`config.mk`:
```
export PLATFORM = sky130hd
export DESIGN_NAME = mem_port_arbiter_flat
export DESIGN_NICKNAME = d
export VERILOG_FILES = /design/src/rtl/mem_arb_pkg.sv /design/src/rtl/mem_port_arbiter_if.sv /design/src/rtl/mem_arb_age_ctr.sv /design/src/rtl/mem_port_arbiter.sv /design/src/flat_wrapper.sv
export SDC_FILE = /design/constraint.sdc
export NUM_CORES = 1
export LEC_CHECK = 0
export CAP_MARGIN = 20
export CORE_AREA = 3 3 276 278
export CTS_BUF_LIST = sky130_fd_sc_hd__clkbuf_4 sky130_fd_sc_hd__clkbuf_8
export DETAILED_ROUTE_END_ITERATION = 16
export DIE_AREA = 0 0 279 281
export GPL_TIMING_DRIVEN = 1
export PLACE_DENSITY = 0.45
export SKIP_CTS_REPAIR_TIMING = 1
export SLEW_MARGIN = 20
export SYNTH_ARGS = -nofsm -noshare
export SYNTH_HDL_FRONTEND = slang
export SYNTH_HIERARCHICAL = 1
export SYNTH_SLANG_ARGS = --single-unit
export TNS_END_PERCENT = 30
```
`constraint.sdc`:
```
create_clock -name clk -period 2.76 [get_ports clk]
set_input_delay 0.69 -clock clk [delete_from_list [all_inputs] [get_ports clk]]
set_output_delay 0.69 -clock clk [all_outputs]
set_load 0.01 [all_outputs]
```
`src/rtl/mem_arb_pkg.sv`:
```
// Shared types and defaults for the unified-memory port arbiter.
package mem_arb_pkg;

    localparam int LINE_BITS_DEF    = 128;
    localparam int LADDR_BITS_DEF   = 16;
    localparam int STARVE_LIMIT_DEF = 8;

    // Arbiter FSM: one idle state plus one busy state per requester.
    typedef enum logic [1:0] {
        ST_IDLE     = 2'd0,
        ST_BUSY_WB  = 2'd1,
        ST_BUSY_DRD = 2'd2,
        ST_BUSY_IRD = 2'd3
    } arb_state_e;

    // Grant decision taken in IDLE.
    typedef enum logic [1:0] {
        GNT_NONE = 2'd0,
        GNT_WB   = 2'd1,
        GNT_DRD  = 2'd2,
        GNT_IRD  = 2'd3
    } gnt_e;

    // One bit per requester; used for eligibility and the post-service mask.
    typedef struct packed {
        logic wb;
        logic drd;
        logic ird;
    } req_vec_t;

    // Fixed priority WB > DRD > IRD; a starved I-fill jumps to the front.
    // WB ahead of DRD keeps an eviction ahead of the refill that replaces it.
    function automatic gnt_e select_grant(input req_vec_t elig, input logic starved);
        if (starved && elig.ird) return GNT_IRD;
        if (elig.wb)             return GNT_WB;
        if (elig.drd)            return GNT_DRD;
        if (elig.ird)            return GNT_IRD;
        return GNT_NONE;
    endfunction

endpackage

```
`src/rtl/mem_port_arbiter_if.sv`:
```
// Bundle of requester-side and memory-side signals of the arbiter.
// slave: the arbiter's view; master: the caches/memory environment.
interface mem_port_arbiter_if
    import mem_arb_pkg::*;
#(
    parameter int LINE_BITS  = LINE_BITS_DEF,
    parameter int LADDR_BITS = LADDR_BITS_DEF
);

    // I-cache line fill
    logic                  Ic_mem_req;
    logic [LADDR_BITS-1:0] Ic_mem_addr;
    logic [LINE_BITS-1:0]  F_mem_inst;
    logic                  F_mem_valid;

    // D-cache line fill (also carries page-table walks)
    logic                  Dc_mem_req;
    logic [LADDR_BITS-1:0] Dc_mem_addr;
    logic [LINE_BITS-1:0]  MEM_data_line;
    logic                  MEM_mem_valid;

    // D-cache dirty-line write-back
    logic                  Dc_wb_we;
    logic [LADDR_BITS-1:0] Dc_wb_addr;
    logic [LINE_BITS-1:0]  Dc_wb_wline;
    logic                  Dc_wb_done;

    // Unified memory port
    logic                  Arb_mem_req;
    logic                  Arb_mem_we;
    logic [LADDR_BITS-1:0] Arb_mem_addr;
    logic [LINE_BITS-1:0]  Arb_mem_wline;
    logic [LINE_BITS-1:0]  Arb_mem_rline;
    logic                  Arb_mem_valid;

    modport slave (
        input  Ic_mem_req, Ic_mem_addr,
        output F_mem_inst, F_mem_valid,
        input  Dc_mem_req, Dc_mem_addr,
        output MEM_data_line, MEM_mem_valid,
        input  Dc_wb_we, Dc_wb_addr, Dc_wb_wline,
        output Dc_wb_done,
        output Arb_mem_req, Arb_mem_we, Arb_mem_addr, Arb_mem_wline,
        input  Arb_mem_rline, Arb_mem_valid
    );

    modport master (
        output Ic_mem_req, Ic_mem_addr,
        input  F_mem_inst, F_mem_valid,
        output Dc_mem_req, Dc_mem_addr,
        input  MEM_data_line, MEM_mem_valid,
        output Dc_wb_we, Dc_wb_addr, Dc_wb_wline,
        input  Dc_wb_done,
        input  Arb_mem_req, Arb_mem_we, Arb_mem_addr, Arb_mem_wline,
        output Arb_mem_rline, Arb_mem_valid
    );

endinterface

```
`src/rtl/mem_arb_age_ctr.sv`:
```
// Saturating count of cycles an I-fill has been waiting for the memory port.
// starved rises once the count reaches LIMIT.
module mem_arb_age_ctr #(
    parameter int LIMIT = 8
) (
    input  logic clk,
    input  logic rst,
    input  logic req,      // I-fill request pending
    input  logic inc_en,   // I-fill not currently being served
    input  logic clr,      // I-fill granted this cycle
    output logic starved
);

    localparam int CW = $clog2(LIMIT + 1);

    logic [CW-1:0] count;

    // Age register: cleared on grant or when no I-fill is pending, else saturating increment.
    always_ff @(posedge clk) begin
        // NOTE: state registers use non-blocking assignment so every flop samples pre-edge values.
        if (rst || clr || !req) begin
            count <= '0;
        end else if (inc_en && (count < CW'(LIMIT))) begin
            count <= count + 1'b1;
        end
    end

    assign starved = (count >= CW'(LIMIT));

endmodule

```
`src/rtl/mem_port_arbiter.sv`:
```
// Arbitrates the single line-wide port of the unified memory between the
// I-cache fill, the D-cache fill and the D-cache write-back. One transaction
// is in flight at a time; each completion is followed by one IDLE cycle in
// which the served requester is masked while it retires its request.
module mem_port_arbiter
    import mem_arb_pkg::*;
#(
    parameter int LINE_BITS    = LINE_BITS_DEF,
    parameter int LADDR_BITS   = LADDR_BITS_DEF,
    parameter int STARVE_LIMIT = STARVE_LIMIT_DEF
) (
    input  logic             clk,
    input  logic             rst,
    mem_port_arbiter_if.slave bus
);

    arb_state_e            state;
    arb_state_e            state_nxt;
    req_vec_t              mask_q;
    req_vec_t              mask_nxt;
    req_vec_t              elig;
    gnt_e                  gnt;
    logic                  starved;
    logic                  grant_fire;
    logic                  grant_ird;
    logic                  age_inc_en;
    logic                  done_wb;
    logic                  done_drd;
    logic                  done_ird;
    logic [LADDR_BITS-1:0] addr_q;
    logic [LINE_BITS-1:0]  wline_q;

    // A requester still holding req in the cycle after its completion is not
    // a new request; the mask hides it for exactly that cycle.
    assign elig.wb  = bus.Dc_wb_we   & ~mask_q.wb;
    assign elig.drd = bus.Dc_mem_req & ~mask_q.drd;
    assign elig.ird = bus.Ic_mem_req & ~mask_q.ird;

    assign gnt        = select_grant(elig, starved);
    assign grant_fire = (state == ST_IDLE) && (gnt != GNT_NONE);
    assign grant_ird  = (state == ST_IDLE) && (gnt == GNT_IRD);
    assign age_inc_en = (state != ST_BUSY_IRD);

    mem_arb_age_ctr #(
        .LIMIT (STARVE_LIMIT)
    ) u_age (
        .clk     (clk),
        .rst     (rst),
        .req     (bus.Ic_mem_req),
        .inc_en  (age_inc_en),
        .clr     (grant_ird),
        .starved (starved)
    );

    // Memory completions only count in the matching busy state; a stray
    // Arb_mem_valid in IDLE produces nothing.
    assign done_wb  = (state == ST_BUSY_WB)  && bus.Arb_mem_valid;
    assign done_drd = (state == ST_BUSY_DRD) && bus.Arb_mem_valid;
    assign done_ird = (state == ST_BUSY_IRD) && bus.Arb_mem_valid;

    // Next-state and next-mask selection.
    always_comb begin
        // NOTE: every output of this block is defaulted first so no path can infer a latch.
        state_nxt = state;
        mask_nxt  = '0;
        unique case (state)
            ST_IDLE: begin
                unique case (gnt)
                    GNT_WB:   state_nxt = ST_BUSY_WB;
                    GNT_DRD:  state_nxt = ST_BUSY_DRD;
                    GNT_IRD:  state_nxt = ST_BUSY_IRD;
                    default:  state_nxt = ST_IDLE;
                endcase
            end
            ST_BUSY_WB: begin
                if (done_wb) begin
                    state_nxt   = ST_IDLE;
                    mask_nxt.wb = 1'b1;
                end
            end
            ST_BUSY_DRD: begin
                if (done_drd) begin
                    state_nxt    = ST_IDLE;
                    mask_nxt.drd = 1'b1;
                end
            end
            ST_BUSY_IRD: begin
                if (done_ird) begin
                    state_nxt    = ST_IDLE;
                    mask_nxt.ird = 1'b1;
                end
            end
            default: state_nxt = ST_IDLE;
        endcase
    end

    // State, mask and the registered request captured on the grant edge.
    always_ff @(posedge clk) begin
        if (rst) begin
            state   <= ST_IDLE;
            mask_q  <= '0;
            // NOTE: the address/data holding registers are reset too because they drive outputs that must read 0 after reset.
            addr_q  <= '0;
            wline_q <= '0;
        end else begin
            state  <= state_nxt;
            mask_q <= mask_nxt;
            if (grant_fire) begin
                unique case (gnt)
                    GNT_WB: begin
                        addr_q  <= bus.Dc_wb_addr;
                        wline_q <= bus.Dc_wb_wline;
                    end
                    GNT_DRD: addr_q <= bus.Dc_mem_addr;
                    GNT_IRD: addr_q <= bus.Ic_mem_addr;
                    default: addr_q <= addr_q;
                endcase
            end
        end
    end

    // Memory-side outputs: address and data stay frozen for the whole busy phase.
    assign bus.Arb_mem_req   = (state != ST_IDLE);
    assign bus.Arb_mem_we    = (state == ST_BUSY_WB);
    assign bus.Arb_mem_addr  = addr_q;
    assign bus.Arb_mem_wline = wline_q;

    // Requester-side completions: read data passes straight through, gated to zero.
    assign bus.F_mem_valid   = done_ird;
    assign bus.F_mem_inst    = done_ird ? bus.Arb_mem_rline : '0;
    assign bus.MEM_mem_valid = done_drd;
    assign bus.MEM_data_line = done_drd ? bus.Arb_mem_rline : '0;
    assign bus.Dc_wb_done    = done_wb;

endmodule

```
`src/flat_wrapper.sv`:
```
// flat-port wrapper written by rule: the top's interface ports become plain ports
module mem_port_arbiter_flat import mem_arb_pkg::*;
#(
    parameter int LINE_BITS    = LINE_BITS_DEF,
    parameter int LADDR_BITS   = LADDR_BITS_DEF,
    parameter int STARVE_LIMIT = STARVE_LIMIT_DEF
)
  (clk, rst, bus_Ic_mem_req, bus_Ic_mem_addr, bus_F_mem_inst, bus_F_mem_valid, bus_Dc_mem_req, bus_Dc_mem_addr, bus_MEM_data_line, bus_MEM_mem_valid, bus_Dc_wb_we, bus_Dc_wb_addr, bus_Dc_wb_wline, bus_Dc_wb_done, bus_Arb_mem_req, bus_Arb_mem_we, bus_Arb_mem_addr, bus_Arb_mem_wline, bus_Arb_mem_rline, bus_Arb_mem_valid);
  mem_port_arbiter_if #(.LINE_BITS(LINE_BITS), .LADDR_BITS(LADDR_BITS)) bus_i ();
  input  logic clk;
  input  logic rst;
  input wire logic [$bits(bus_i.Ic_mem_req)-1:0] bus_Ic_mem_req;
  input wire logic [$bits(bus_i.Ic_mem_addr)-1:0] bus_Ic_mem_addr;
  output wire logic [$bits(bus_i.F_mem_inst)-1:0] bus_F_mem_inst;
  output wire logic [$bits(bus_i.F_mem_valid)-1:0] bus_F_mem_valid;
  input wire logic [$bits(bus_i.Dc_mem_req)-1:0] bus_Dc_mem_req;
  input wire logic [$bits(bus_i.Dc_mem_addr)-1:0] bus_Dc_mem_addr;
  output wire logic [$bits(bus_i.MEM_data_line)-1:0] bus_MEM_data_line;
  output wire logic [$bits(bus_i.MEM_mem_valid)-1:0] bus_MEM_mem_valid;
  input wire logic [$bits(bus_i.Dc_wb_we)-1:0] bus_Dc_wb_we;
  input wire logic [$bits(bus_i.Dc_wb_addr)-1:0] bus_Dc_wb_addr;
  input wire logic [$bits(bus_i.Dc_wb_wline)-1:0] bus_Dc_wb_wline;
  output wire logic [$bits(bus_i.Dc_wb_done)-1:0] bus_Dc_wb_done;
  output wire logic [$bits(bus_i.Arb_mem_req)-1:0] bus_Arb_mem_req;
  output wire logic [$bits(bus_i.Arb_mem_we)-1:0] bus_Arb_mem_we;
  output wire logic [$bits(bus_i.Arb_mem_addr)-1:0] bus_Arb_mem_addr;
  output wire logic [$bits(bus_i.Arb_mem_wline)-1:0] bus_Arb_mem_wline;
  input wire logic [$bits(bus_i.Arb_mem_rline)-1:0] bus_Arb_mem_rline;
  input wire logic [$bits(bus_i.Arb_mem_valid)-1:0] bus_Arb_mem_valid;
  assign bus_i.Ic_mem_req = bus_Ic_mem_req;
  assign bus_i.Ic_mem_addr = bus_Ic_mem_addr;
  assign bus_F_mem_inst = bus_i.F_mem_inst;
  assign bus_F_mem_valid = bus_i.F_mem_valid;
  assign bus_i.Dc_mem_req = bus_Dc_mem_req;
  assign bus_i.Dc_mem_addr = bus_Dc_mem_addr;
  assign bus_MEM_data_line = bus_i.MEM_data_line;
  assign bus_MEM_mem_valid = bus_i.MEM_mem_valid;
  assign bus_i.Dc_wb_we = bus_Dc_wb_we;
  assign bus_i.Dc_wb_addr = bus_Dc_wb_addr;
  assign bus_i.Dc_wb_wline = bus_Dc_wb_wline;
  assign bus_Dc_wb_done = bus_i.Dc_wb_done;
  assign bus_Arb_mem_req = bus_i.Arb_mem_req;
  assign bus_Arb_mem_we = bus_i.Arb_mem_we;
  assign bus_Arb_mem_addr = bus_i.Arb_mem_addr;
  assign bus_Arb_mem_wline = bus_i.Arb_mem_wline;
  assign bus_i.Arb_mem_rline = bus_Arb_mem_rline;
  assign bus_i.Arb_mem_valid = bus_Arb_mem_valid;
  mem_port_arbiter #(.LINE_BITS(LINE_BITS), .LADDR_BITS(LADDR_BITS), .STARVE_LIMIT(STARVE_LIMIT)) u_core (.clk(clk), .rst(rst), .bus(bus_i));
endmodule
```
After elaboration in Yosys (flattened, before gate mapping)
Index checks and enable logic that the tools add are counted.
- RAM bits: 0
- flip-flop bits (word level): 153
- memory bits (read-only): 0
- latch bits: 0
- output and inout port bits: 405
- memories kept: 0
- word-level logic and storage cells: 78
- input bits: 310
- add/subtract/negate cells: 1
- $lt $le $gt $ge: 2
- reductions and logical operators: 20
- equality and inequality tests: 10
- bitwise operators: 9
- multiplexer cells: 29
- multiply operators: 0
- divide/modulo/power cells: 0
- shifts and indexed selects: 0
- operators by type and width (kind ; count):
    $mux 128 ; 2
    $pmux 16 s3 ; 1
    $mux 2 ; 11
    $mux 1 ; 13
    $eq 2x2->1 const B ; 4
    $pmux 2 s4 ; 1
    $logic_and 1x1->1 ; 7
    $not 1->1 ; 6
    $pmux 2 s3 ; 1
    $reduce_or 2->1 ; 3
    $add 4x1->4 const B ; 1
    $eq 2x1->1 const B ; 2
    $ge 4x4->1 const B ; 1
    $lt 4x4->1 const B ; 1
    $ne 2x1->1 const B ; 2
    $ne 2x2->1 const B ; 2
    $reduce_and 2->1 ; 2
    $reduce_bool 2->1 ; 2
    $and 1x1->1 ; 3
    $reduce_and 3->1 ; 1
    $reduce_bool 3->1 ; 1
    $logic_not 2->1 ; 1
    $logic_or 1x1->1 ; 2
    $logic_not 1->1 ; 1

Longest topological paths before layout
- depth after elaboration: 18
- gate-level depth with buffers: 7
- depth with buffers taken out: 6

By module
Netlist, hierarchy kept.
- modules (own cells, without submodules) (module ; area each (µm²) ; cells each ; times used):
    mem_port_arbiter ; 7478.4 ; 984 ; 1
    mem_arb_age_ctr ; 193.9 ; 20 ; 1

Worst setup path after synthesis
Ideal clock, no wire load.
- path kind: in2out
- start: in bus_Arb_mem_valid
- end: out bus_F_mem_inst[100]
- slack: 0.624 ns
- buffers on the path: 2
- cell stages on the path: 4
- data arrival time: 1.446 ns
- data required time: 2.070 ns
- cells stage by stage: and3_1 buf_2 clkbuf_1 and2_1
- longest elaborated chain between the ends: 2
- RTL lines (item ; line ; source):
    from (decl) ; flat_wrapper.sv:29 ; input wire logic [$bits(bus_i.Arb_mem_valid)-1:0] bus_Arb_mem_valid;
    $logic_and 1x1->1 ; mem_port_arbiter.sv:59 ; assign done_ird = (state == ST_BUSY_IRD) && bus.Arb_mem_valid;
    $mux 128 ; mem_port_arbiter.sv:130 ; assign bus.F_mem_inst = done_ird ? bus.Arb_mem_rline : '0;
    to (decl) ; flat_wrapper.sv:14 ; output wire logic [$bits(bus_i.F_mem_inst)-1:0] bus_F_mem_inst;
No other way between the ends.

Final worst setup path
- start: reg u_core.state[0]
- end: out bus_MEM_data_line[31]
- longest elaborated chain between the ends: 3
- RTL lines (item ; line ; source):
    from (decl) ; mem_port_arbiter.sv:17 ; arb_state_e state;
    from (signal assigned) ; mem_port_arbiter.sv:106 ; state <= state_nxt;
    $eq 2x2->1 ; mem_port_arbiter.sv:58 ; assign done_drd = (state == ST_BUSY_DRD) && bus.Arb_mem_valid;
    $logic_and 1x1->1 ; mem_port_arbiter.sv:58 ;
    $mux 128 ; mem_port_arbiter.sv:132 ; assign bus.MEM_data_line = done_drd ? bus.Arb_mem_rline : '0;
    to (decl) ; flat_wrapper.sv:18 ; output wire logic [$bits(bus_i.MEM_data_line)-1:0] bus_MEM_data_line;
No other way between the ends.

==> key figures <==
Place
  • Final HPWL DP: 50000 um
  • Number of port buffers: 714
  • Cells after DPL: 2667
  • Pre-CTS WS: -0.542 ns
  • GPL Wtd Cong: 0.859

STA
  • Final min period: 2.92 ns
  • Fmax: 342 MHz
  • Final setup viols: 7
  • Tcrit/Tclk final: 106%
  • Post-route setup slack: -0.164 ns
  • Min Hold Slack: 0.460 ns
  • Worst-margin pin slew: 0.726 ns
  • Worst Skew: 0.0260 ns
  • Final hold vios: 0
  • Relative slew slack: ~52%
  • Unrepaired setup endpoints after global routing: true
  • Max-slew violation count: 0

Die
  • Area of the core: 74200 um2
  • Die footprint: 78400 um2
  • Die extent in x: 279 um
  • Initial Utilization: between 10% and 20%
  • # IOs: 715
  • Die height: 281 um
  • Std-Cell Rows: 100

GRT
  • Total GRT Usage: 14.4%
  • First-pass GRT wire length: 79300 um
  • Vias in the first global route: 10.1k
  • Largest net degree at the start of global routing: 69
  • Grt ovf: 0
  • Initial antenna violation count: 27

Worst setup path
  • Crit-path cells: and3b_4 > buf_12 > buf_16 > and2_1 > clkdlybuf4s50_1
  • CP arrival: 2.23 ns
  • CP required: roughly 2.1 ns
  • CP startpoint kind: flop
  • CP Capture Type: primary output
  • Delay of the slowest cell on the worst path: approximately 0.55 ns
  • R2R cell count: 6
  • CP Max Fanout: 17
  • Setup CP Type: reg -> out
  • Critical path's slowest cell: clkdlybuf4s50_1

CTS
  • TritonCTS buffer count: 17
  • CTS clk-pin slew, worst paths: 0.11 ns
  • Clock sinks: 153
  • H-Tree Depth: 4
  • Clock latency on the worst-skew pair: 0.53 ns
  • Clk buf depth: 2
  • CTS tree: yes
  • Root Driver: clkbuf_8

Synth
  • Synthesized netlist cell count: 1004
  • Number of flops mapped to enable cells by yosys: 0
  • YS warnings: 6
  • Syn avg cell area: 7.64 um2
  • Adder-cell area share of the yosys netlist: 0.326%
  • Synth Area in Compound Gates: 14.6%
  • Post-synthesis xor/xnor area fraction: 0.228%
  • Main flop type after synthesis: dfxtp_1
  • Post-Syn Area: 7670 um2
  • Syn_nets: 1316
  • Largest family of logic cells by synthesized area: simple AND/OR/NAND/NOR gates
  • FFs w/ async S/R, synth: 0%
  • Post-synthesis mux area share: 0.130%
  • Post-Synth Simple-Gate Area: 37.5%
  • Netlist cell types: 41
  • Synth Register Bits: approximately 150
  • Register area share after synthesis: 39.9%

Power and ir drop
  • Clk pwr share: 29.5%
  • Switching Power: between 2 and 2.5 mW
  • Sw Ratio: a little over a third
  • Internal: roughly 4.2 mW
  • Max VDD drop: 264 uV
  • Leakage: between 10 and 15 nW
  • Power Total: 6.53 mW
  • Reg power frac: between 30% and 40%
  • PD cells: 371 nW/um2
  • Power share of the combinational group: between 30% and 40%

Route
  • Initial DRC count: 380
  • ANT nets after route: 0
  • Routed length per instance: 22.6 um
  • Via density: 3.65
  • Remaining DRCs: 0
  • Drt first pass iters: 4
  • Vias post-DR: 9949
  • DRT Wirelength: 61500 um

Flow run
  • Max_cap viols: 0

Worst hold path
  • Hold depth: 2
  • Worst hold path class: reg -> reg

Final layout
  • Fin util: 23.7%
  • Post-Layout Cell Count: 2723
  • Layout cells sized above 1: between 10 and 15%
  • Area growth, synth to finish: 130%
  • Number of fill cells: 8109
  • Layout Nets: 2048

Run status
  • Status: finished with violations
  • Failing checks: setup timing
## path summary, 6_finish.rpt
kind	startpoint	to	slack (ns)
worst max-delay path	u_core/state[0]	bus_MEM_data_line[31]	-0.16
worst min register to register	u_core/bus.Arb_mem_wline[83]	u_core/bus.Arb_mem_wline[83]	0.46
worst min-delay path	u_core/bus.Arb_mem_wline[83]	u_core/bus.Arb_mem_wline[83]	0.46
worst max register to register	u_core/state[0]	u_core/bus.Arb_mem_wline[51]	0.74
## state kept, by name, summed over array words and instances, names as in the netlist
name / count
u_core/mask_q: 3
u_core/bus.Arb_mem_addr: 16
u_core/u_age/count: 4
u_core/bus.Arb_mem_wline: 128
u_core/state: 2
## power groups by stage
stage	clock (mW)	sequential (mW)	combinational [mW]
after floorplan	0	2.61	0.659
after global placement	0	2.53	2.11
after detailed placement	0	2.54	2.11
after CTS	2.07	2.49	2.12
after global routing	2.12	2.51	2.26
final	1.93	2.49	2.11
## worst max-delay path, delay by kind of cell, from the launching register on
| kind | cells | cell delay (ns) |
|---|---|---|
| buf+inv | 3 | 0.86 |
| simple gates | 2 | 0.45 |
| flops | 1 | 0.38 |
## metrics by stage
step	TNS (ns)	cell area (um2)
4_1_cts	-104.90	16700
5_1_grt	-1.73	17600
3_5_place_dp	-104.42	16300
2_1_floorplan	0	7670
3_3_place_gp	-95.62	16300
6_report	-1.09	17600
## kinds of logic (layout without fill, tap and decap cells)
| logic type | Yosys count | after routing |
|---|---|---|
| adder cells (fa/ha/maj) | 2 | 2 |
| AO/OA/AOI/OAI | 187 | 187 |
| AND/OR/NAND/NOR | 570 | 570 |
| XOR/XNOR | 2 | 2 |
| other | 0 | 5 |
| flip-flops | 153 | 153 |
| buffers and inverters | 89 | 834 |
| multiplexers | 1 | 1 |
## cell usage after synthesis (2+ instances only)
cell / n / area [um2]
dfxtp_1: 153 / 3060
nor2b_1: 3 / 18.8
a31oi_4: 2 / 42.5
nand2b_1: 3 / 18.8
and2_1: 256 / 1600
o22ai_1: 16 / 100
ha_1: 2 / 25.0
nor2_1: 21 / 78.8
buf_2: 6 / 30.0
nor3_1: 2 / 10.0
a21oi_1: 146 / 731
inv_1: 4 / 15.0
buf_4: 8 / 60.1
clkbuf_1: 45 / 169
nand2_1: 258 / 968
a311oi_1: 13 / 114
buf_6: 25 / 282
nand3_1: 16 / 80.1
a311oi_2: 3 / 45.0
## final cells by class
class | instances | area [um2] | area share (%)
multi-input combinational | 762 | 4090 | 23.2
tap | 969 | 1210 | 6.88
antenna | 5 | 12.5 | 0.0710
timing repair buffer | 798 | 8790 | 49.9
clock inverter | 15 | 194 | 1.10
sequential | 153 | 3070 | 17.4
inverter | 4 | 15.0 | 0.0852
clock buffer | 17 | 234 | 1.33
## cell usage in the layout, fill, tap and decap left out, drive strengths merged, types with 22 or more instances in the layout
cell           Yosys  final
clkdlybuf4s50      0    459
dfxtp            153    153
nor2              22     22
buf               40     99
nand2            258    258
clkbuf            45     38
a21oi            146    146
dlymetal6s2s       0    219
and2             256    256
## metal layers
layer  vias to the layer above  GRT usage, %  part of all wire, %
met4                        32          4.34                  2.7
met3                       103          6.26                  9.2
met2                       523          27.4                   53
met1                      4583          14.0                   35
met5                         -             0                 0.38
li1                       4708             -                    -
Note: power is estimated with default switching activity, not from simulation.
